--- config.mk ---
export PLATFORM = sky130hd
export DESIGN_NAME = mem_access_unit
export DESIGN_NICKNAME = d
export VERILOG_FILES = /design/src/rtl/mem_access_unit.sv
export SDC_FILE = /design/constraint.sdc
export NUM_CORES = 1
export LEC_CHECK = 0
export ABC_AREA = 1
export BUFFER_PORTS_ARGS = -buffer_cell sky130_fd_sc_hd__buf_4
export CORE_UTILIZATION = 45
export DETAILED_ROUTE_END_ITERATION = 16
export PLACE_DENSITY = 0.79
export SYNTH_ARGS = -nofsm -noshare
export SYNTH_HDL_FRONTEND = slang
export SYNTH_SLANG_ARGS = --single-unit
--- constraint.sdc ---
create_clock -name clk -period 3.55 [get_ports clk]
set_clock_uncertainty 0.2 [all_clocks]
set_input_delay 0.5325 -clock clk [delete_from_list [all_inputs] [get_ports clk]]
set_output_delay 0.5325 -clock clk [all_outputs]
set_load 0.05 [all_outputs]
--- src/rtl/mem_access_unit.sv ---
`default_nettype none
// ============================================================================
// Module   : mem_access_unit
// Purpose  : Load/store unit between a CPU pipeline and a word-organised,
//            combinationally-read data memory. Loads and word stores finish
//            in the request cycle. Byte/halfword stores use a two-cycle
//            read-modify-write: the request cycle reads and merges, and the
//            following WRITE cycle writes the merged word back.
// Option   : MISALIGN_TRAP_EN - when defined, misaligned halfword/word
//            accesses raise Misaligned and are suppressed. When undefined,
//            the offending low address bits are ignored.
// Ports    : clk, reset (async, active high)
//            MemRead, MemWrite, Size[1:0], Unsigned, Address, WriteData
//                                   - pipeline request
//            ReadData, Stall, Misaligned
//                                   - pipeline response
//            MemAddress (word index), MemWriteData, MemWe, MemRe
//                                   - memory side outputs
//            MemReadData            - combinational memory read data
// Revision : 1.0 - initial release
// ============================================================================
module mem_access_unit #(
  parameter int                    DATA_WIDTH   = 32,
  parameter int                    MEMORY_DEPTH = 1024,
  parameter logic [DATA_WIDTH-1:0] BASE_ADDR    = 32'h1001_0000
) (
  input  logic                  clk,
  input  logic                  reset,
  input  logic                  MemRead,
  input  logic                  MemWrite,
  input  logic [1:0]            Size,
  input  logic                  Unsigned,
  input  logic [DATA_WIDTH-1:0] Address,
  input  logic [DATA_WIDTH-1:0] WriteData,
  output logic [DATA_WIDTH-1:0] ReadData,
  output logic                  Stall,
  output logic                  Misaligned,
  output logic [DATA_WIDTH-1:0] MemAddress,
  output logic [DATA_WIDTH-1:0] MemWriteData,
  output logic                  MemWe,
  output logic                  MemRe,
  input  logic [DATA_WIDTH-1:0] MemReadData
);

  localparam int c_IDX_W = (MEMORY_DEPTH > 1) ? $clog2(MEMORY_DEPTH) : 1;
  localparam logic [DATA_WIDTH-1:0] c_IDX_MASK =
    {{(DATA_WIDTH-c_IDX_W){1'b0}}, {c_IDX_W{1'b1}}};

  typedef enum logic [0:0] {
    IDLE  = 1'b0,
    WRITE = 1'b1
  } state_t;

  state_t                r_state;
  state_t                w_nextState;
  logic [DATA_WIDTH-1:0] r_merged;
  logic [DATA_WIDTH-1:0] r_wordIdx;
  logic                  w_loadMerged;

  logic [DATA_WIDTH-1:0] w_offset;
  logic [DATA_WIDTH-1:0] w_wordIdx;
  logic [1:0]            w_byteLane;
  logic                  w_halfLane;
  logic [7:0]            w_loadByte;
  logic [15:0]           w_loadHalf;
  logic [DATA_WIDTH-1:0] w_loadExt;
  logic [DATA_WIDTH-1:0] w_merged;
  logic                  w_request;
  logic                  w_misalignedAddr;

  // Word index relative to the memory base. Masking (instead of slicing)
  // keeps every offset bit in use; addresses outside the window wrap.
  assign w_offset   = Address - BASE_ADDR;
  assign w_wordIdx  = (w_offset >> 2) & c_IDX_MASK;

  // Little-endian lane selection.
  assign w_byteLane = Address[1:0];
  assign w_halfLane = Address[1];
  assign w_loadByte = MemReadData[{w_byteLane, 3'b000} +: 8];
  assign w_loadHalf = MemReadData[{w_halfLane, 4'b0000} +: 16];
  assign w_request  = MemRead | MemWrite;

`ifdef MISALIGN_TRAP_EN
  assign w_misalignedAddr = (Size == 2'b01) ? Address[0]
                          : (Size[1] ? (Address[1:0] != 2'b00) : 1'b0);
`else
  assign w_misalignedAddr = 1'b0;
`endif

  // Load result extension; Size 11 behaves as a word.
  always_comb begin
    w_loadExt = MemReadData;
    case (Size)
      2'b00:   w_loadExt = {{(DATA_WIDTH-8){~Unsigned & w_loadByte[7]}}, w_loadByte};
      2'b01:   w_loadExt = {{(DATA_WIDTH-16){~Unsigned & w_loadHalf[15]}}, w_loadHalf};
      default: w_loadExt = MemReadData;
    endcase
  end

  // Read-modify-write merge: current memory word with the target lane
  // replaced by the low bits of the store data.
  always_comb begin
    w_merged = MemReadData;
    if (Size == 2'b00) begin
      w_merged[{w_byteLane, 3'b000} +: 8] = WriteData[7:0];
    end else begin
      w_merged[{w_halfLane, 4'b0000} +: 16] = WriteData[15:0];
    end
  end

  always_ff @(posedge clk or posedge reset) begin
    if (reset) begin
      r_state   <= IDLE;
      r_merged  <= '0;
      r_wordIdx <= '0;
    end else begin
      r_state <= w_nextState;
      if (w_loadMerged) begin
        r_merged  <= w_merged;
        r_wordIdx <= w_wordIdx;
      end
    end
  end

  // Outputs are gated by reset so they clear immediately, not at the
  // next edge. The WRITE cycle uses the index captured with the merged
  // word, so request inputs are fully ignored there.
  always_comb begin
    w_nextState  = r_state;
    w_loadMerged = 1'b0;
    MemRe        = 1'b0;
    MemWe        = 1'b0;
    Stall        = 1'b0;
    Misaligned   = 1'b0;
    ReadData     = '0;
    MemWriteData = WriteData;
    MemAddress   = w_wordIdx;
    if (!reset) begin
      case (r_state)
        IDLE: begin
          if (w_request && w_misalignedAddr) begin
            Misaligned = 1'b1;
          end else if (MemWrite) begin
            // Stores take priority over a simultaneous load.
            if (Size[1]) begin
              MemWe = 1'b1;
            end else begin
              MemRe        = 1'b1;
              Stall        = 1'b1;
              w_loadMerged = 1'b1;
              w_nextState  = WRITE;
            end
          end else if (MemRead) begin
            MemRe    = 1'b1;
            ReadData = w_loadExt;
          end
        end
        WRITE: begin
          MemWe        = 1'b1;
          MemWriteData = r_merged;
          MemAddress   = r_wordIdx;
          w_nextState  = IDLE;
        end
        default: w_nextState = IDLE;
      endcase
    end
  end

endmodule
`default_nettype wire
==> impl_metrics.py <==
metrics = {
    "clock_tree": {
        "clk_path_buf_depth": 2,
        "cts_setup_buffers": 0,
        "clk_latency_ns": 0.29,
        "clkSlewWorstSetupHoldPaths_ns": 0.10,
        "cts_max_level": 2,
        "root_buffer": "clkbuf_8",
        "cts_sinks": 43,
        "hold_buffers": 0,
        "cts_tree": "yes",
        "post_cts_resized": 0,
        "cts_made_buffers": 5,
    },
    "floorplan": {
        "start_util_pct": 47.5,
        "rows": 34,
        "die_w_um": 98.9,
        "dieArea_mm2": 0.00978,
        "io_pins": 203,
        "die_h_um": 98.9,
        "coreArea_mm2": 0.00889,
    },
    "place": {
        "place_inst": 909,
        "gp_congestion": 0.955,
        "post-dp-hpwl_um": 9970,
        "post-place-ws_ns": 0.554,
        "io_buffer_count": 159,
    },
    "pwr": {
        "power_uw": 1830,
        "cellLeakagePower_uw": 0.00285,
        "vdd_drop_max_mv": 0.146,
        "pwr_density_cell_mw_per_mm2": 339,
    },
    "detailed_routing": {
        "drt_first_pass_iters": 7,
        "wl_per_cell_um": 14.3,
        "drt-initial-drc-count": 427,
        "drc": 0,
        "wl_um": 13100,
        "via_per_inst": 5.29,
        "ant_nets": 0,
        "via_count": 4855,
    },
    "setup_path": {
        "end_kind": "output pin",
        "reg2reg_slack_ns": 1.36,
        "rr_worst_depth": 6,
        "cp.arrival_ns": 2.28,
        "cp_data_required_time_ns": 2.82,
        "critPathKind": "in -> out",
        "crit_path_start_kind": "primary input",
        "crit_path_max_fanout": 32,
    },
    "yosys": {
        "synth-async-reset-ratio_pct": 100,
        "synth_top_area_share_pct": 25.5,
        "synth_edf_count": 0,
        "synthAdderAreaFrac_pct": 1.48,
        "muxShareOfSynthArea_pct": 1.07,
        "ys_types": 30,
        "yosysTopAreaCell": "dfrtp_1",
        "yosys.area_share.simple_pct": 27.1,
        "yosysMostFrequentCell": "nand2_1",
        "ys.flop_type": "dfrtp_1",
        "synth_top_family_by_area": "compound AO/OA/AOI/OAI gates",
        "ys_seq_elements": 43,
        "yosysWarnings": 0,
        "netlist_top_cells_count": "nand2_1 (136), o21ai_0 (119), inv_1 (82)",
        "synth_xor_xnor_area_share_pct": 0,
        "synth-compound-area-share_pct": 27.7,
        "mappedNetlistArea_mm2": 0.00422,
        "synthCells": 679,
        "seq_area_frac_synth_pct": 25.5,
        "syn_area_per_cell_um2": 6.22,
        "synth_area_leaders": "dfrtp_1 (25%), o21ai_0 (14%), nand2_1 (12%)",
    },
    "global_routing": {
        "grt_pass1_vias": 4239,
        "grt_pass1_wl_um": 20800,
        "grt_max_degree": 59,
        "gr-usage-all-layers_pct": 26.3,
        "grt_antenna_before_repair": 0,
        "grt-ovfl-total": 0,
    },
    "final_layout": {
        "antennaDiodeCount": 0,
        "instances_no_fill": 917,
        "fin_util_pct": 60.9,
        "drive_above_1_share_pct": 25.6,
        "fin_nets": 916,
        "area_growth_pct": 28.2,
    },
    "sta": {
        "finalHoldViolations": 0,
        "slew_headroom_pct": 60.9,
        "tns_ns": 0,
        "fin_ws_ns": 0.536,
        "fmax_mhz": 332,
        "finalCritPeriodShare_pct": 84.9,
        "slew_violations": 0,
        "period_needed_ns": 3.01,
        "setup_viol": 0,
        "grt_setup_unrepaired": "false",
        "worst_slew_pin_slew_ns": 0.586,
    },
    "outcome": {
        "status": "finished clean",
    },
    "job": {
        "max_cap_viol_count": 0,
    },
    "hold_path": {
        "hold_path_class": "in -> async",
    },
}
==> sequential cells by signal (all words and copies together), names as in the netlist <==
signal	count
r_wordIdx	10
r_state	1
r_merged	32
==> where the power goes <==
part | switching (µW) | total, µW | leakage (µW) | internal, µW
registers | 34.1 | 626 | 0.000531 | 592
logic | 585 | 848 | 0.00226 | 263
clock network | 182 | 359 | 0.0000505 | 177
total | 801 | 1830 | 0.00285 | 1030
==> logic make-up (layout without fill, tap and decap cells) <==
family,Yosys count,count (layout)
AND/OR/NAND/NOR,258,258
AO/OA/AOI/OAI,216,216
buffers and inverters,152,260
flip-flops,43,43
adder cells (fa/ha/maj),5,5
multiplexers,4,4
other,1,23
==> cell type report <==
class	count	area [µm²]
Timing Repair Buffer	165	1250
Sequential cell	43	1080
Multi-Input combinational cell	506	2510
Tap cell	108	135
Clock inverter	1	7.51
Inverter	87	335
Fill cell	858	3480
Clock buffer	7	96.3
==> routing by layer <==
metal  wire (µm)  GRT usage [%]
met5           0              0
met4         185           7.12
met3         968           2.27
met2        6130           43.4
met1        5860           37.0
==> metrics by stage <==
stage | hold slack [ns] | instance area (µm²)
3_5_place_dp | 0.277 | 5310
3_3_place_gp | 0.270 | 5310
2_1_floorplan | 0.249 | 4310
5_1_grt | 0.279 | 5410
6_report | 0.208 | 5410
4_1_cts | 0.247 | 5410
==> placed cells by master, fill, tap and decap left out, types with 3 or more instances in the layout <==
cell type	count
a21oi_1	54
buf_4	164
clkbuf_8	7
conb_1	23
dfrtp_1	43
ha_1	5
inv_1	81
inv_2	4
mux2_2	4
nand2_1	135
nand2_4	3
nand3_1	27
nor2_1	71
nor2_4	12
o211ai_1	24
o21a_1	3
o21ai_0	90
o21ai_1	32
o22ai_1	10
or2_2	4
==> worst max-delay path, cell delays in order <==
cell     delay, ns
buf_4         0.19
inv_6         0.22
nand2_4       0.25
nor2_4        0.15
nand2_1       0.07
nand2_2       0.09
nand2_4       0.09
nand3_2       0.09
nand2_4       0.20
nor2_1        0.16
buf_4         0.21
==> worst paths after layout <==
| check | from | endpoint |
|---|---|---|
| max | Size[1] | ReadData[16] |
| min | reset | r_merged[4]$_DFFE_PP0P_ |
| max reg2reg | r_state$_DFFE_PP0N_ | r_merged[18]$_DFFE_PP0P_ |
| min reg2reg | r_wordIdx[0]$_DFFE_PP0P_ | r_wordIdx[0]$_DFFE_PP0P_ |
| max in group asynchronous | reset | r_merged[7]$_DFFE_PP0P_ |
| min in group clk | Address[11] | r_wordIdx[9]$_DFFE_PP0P_ |
No activity file was read; power rests on OpenSTA's default activity.
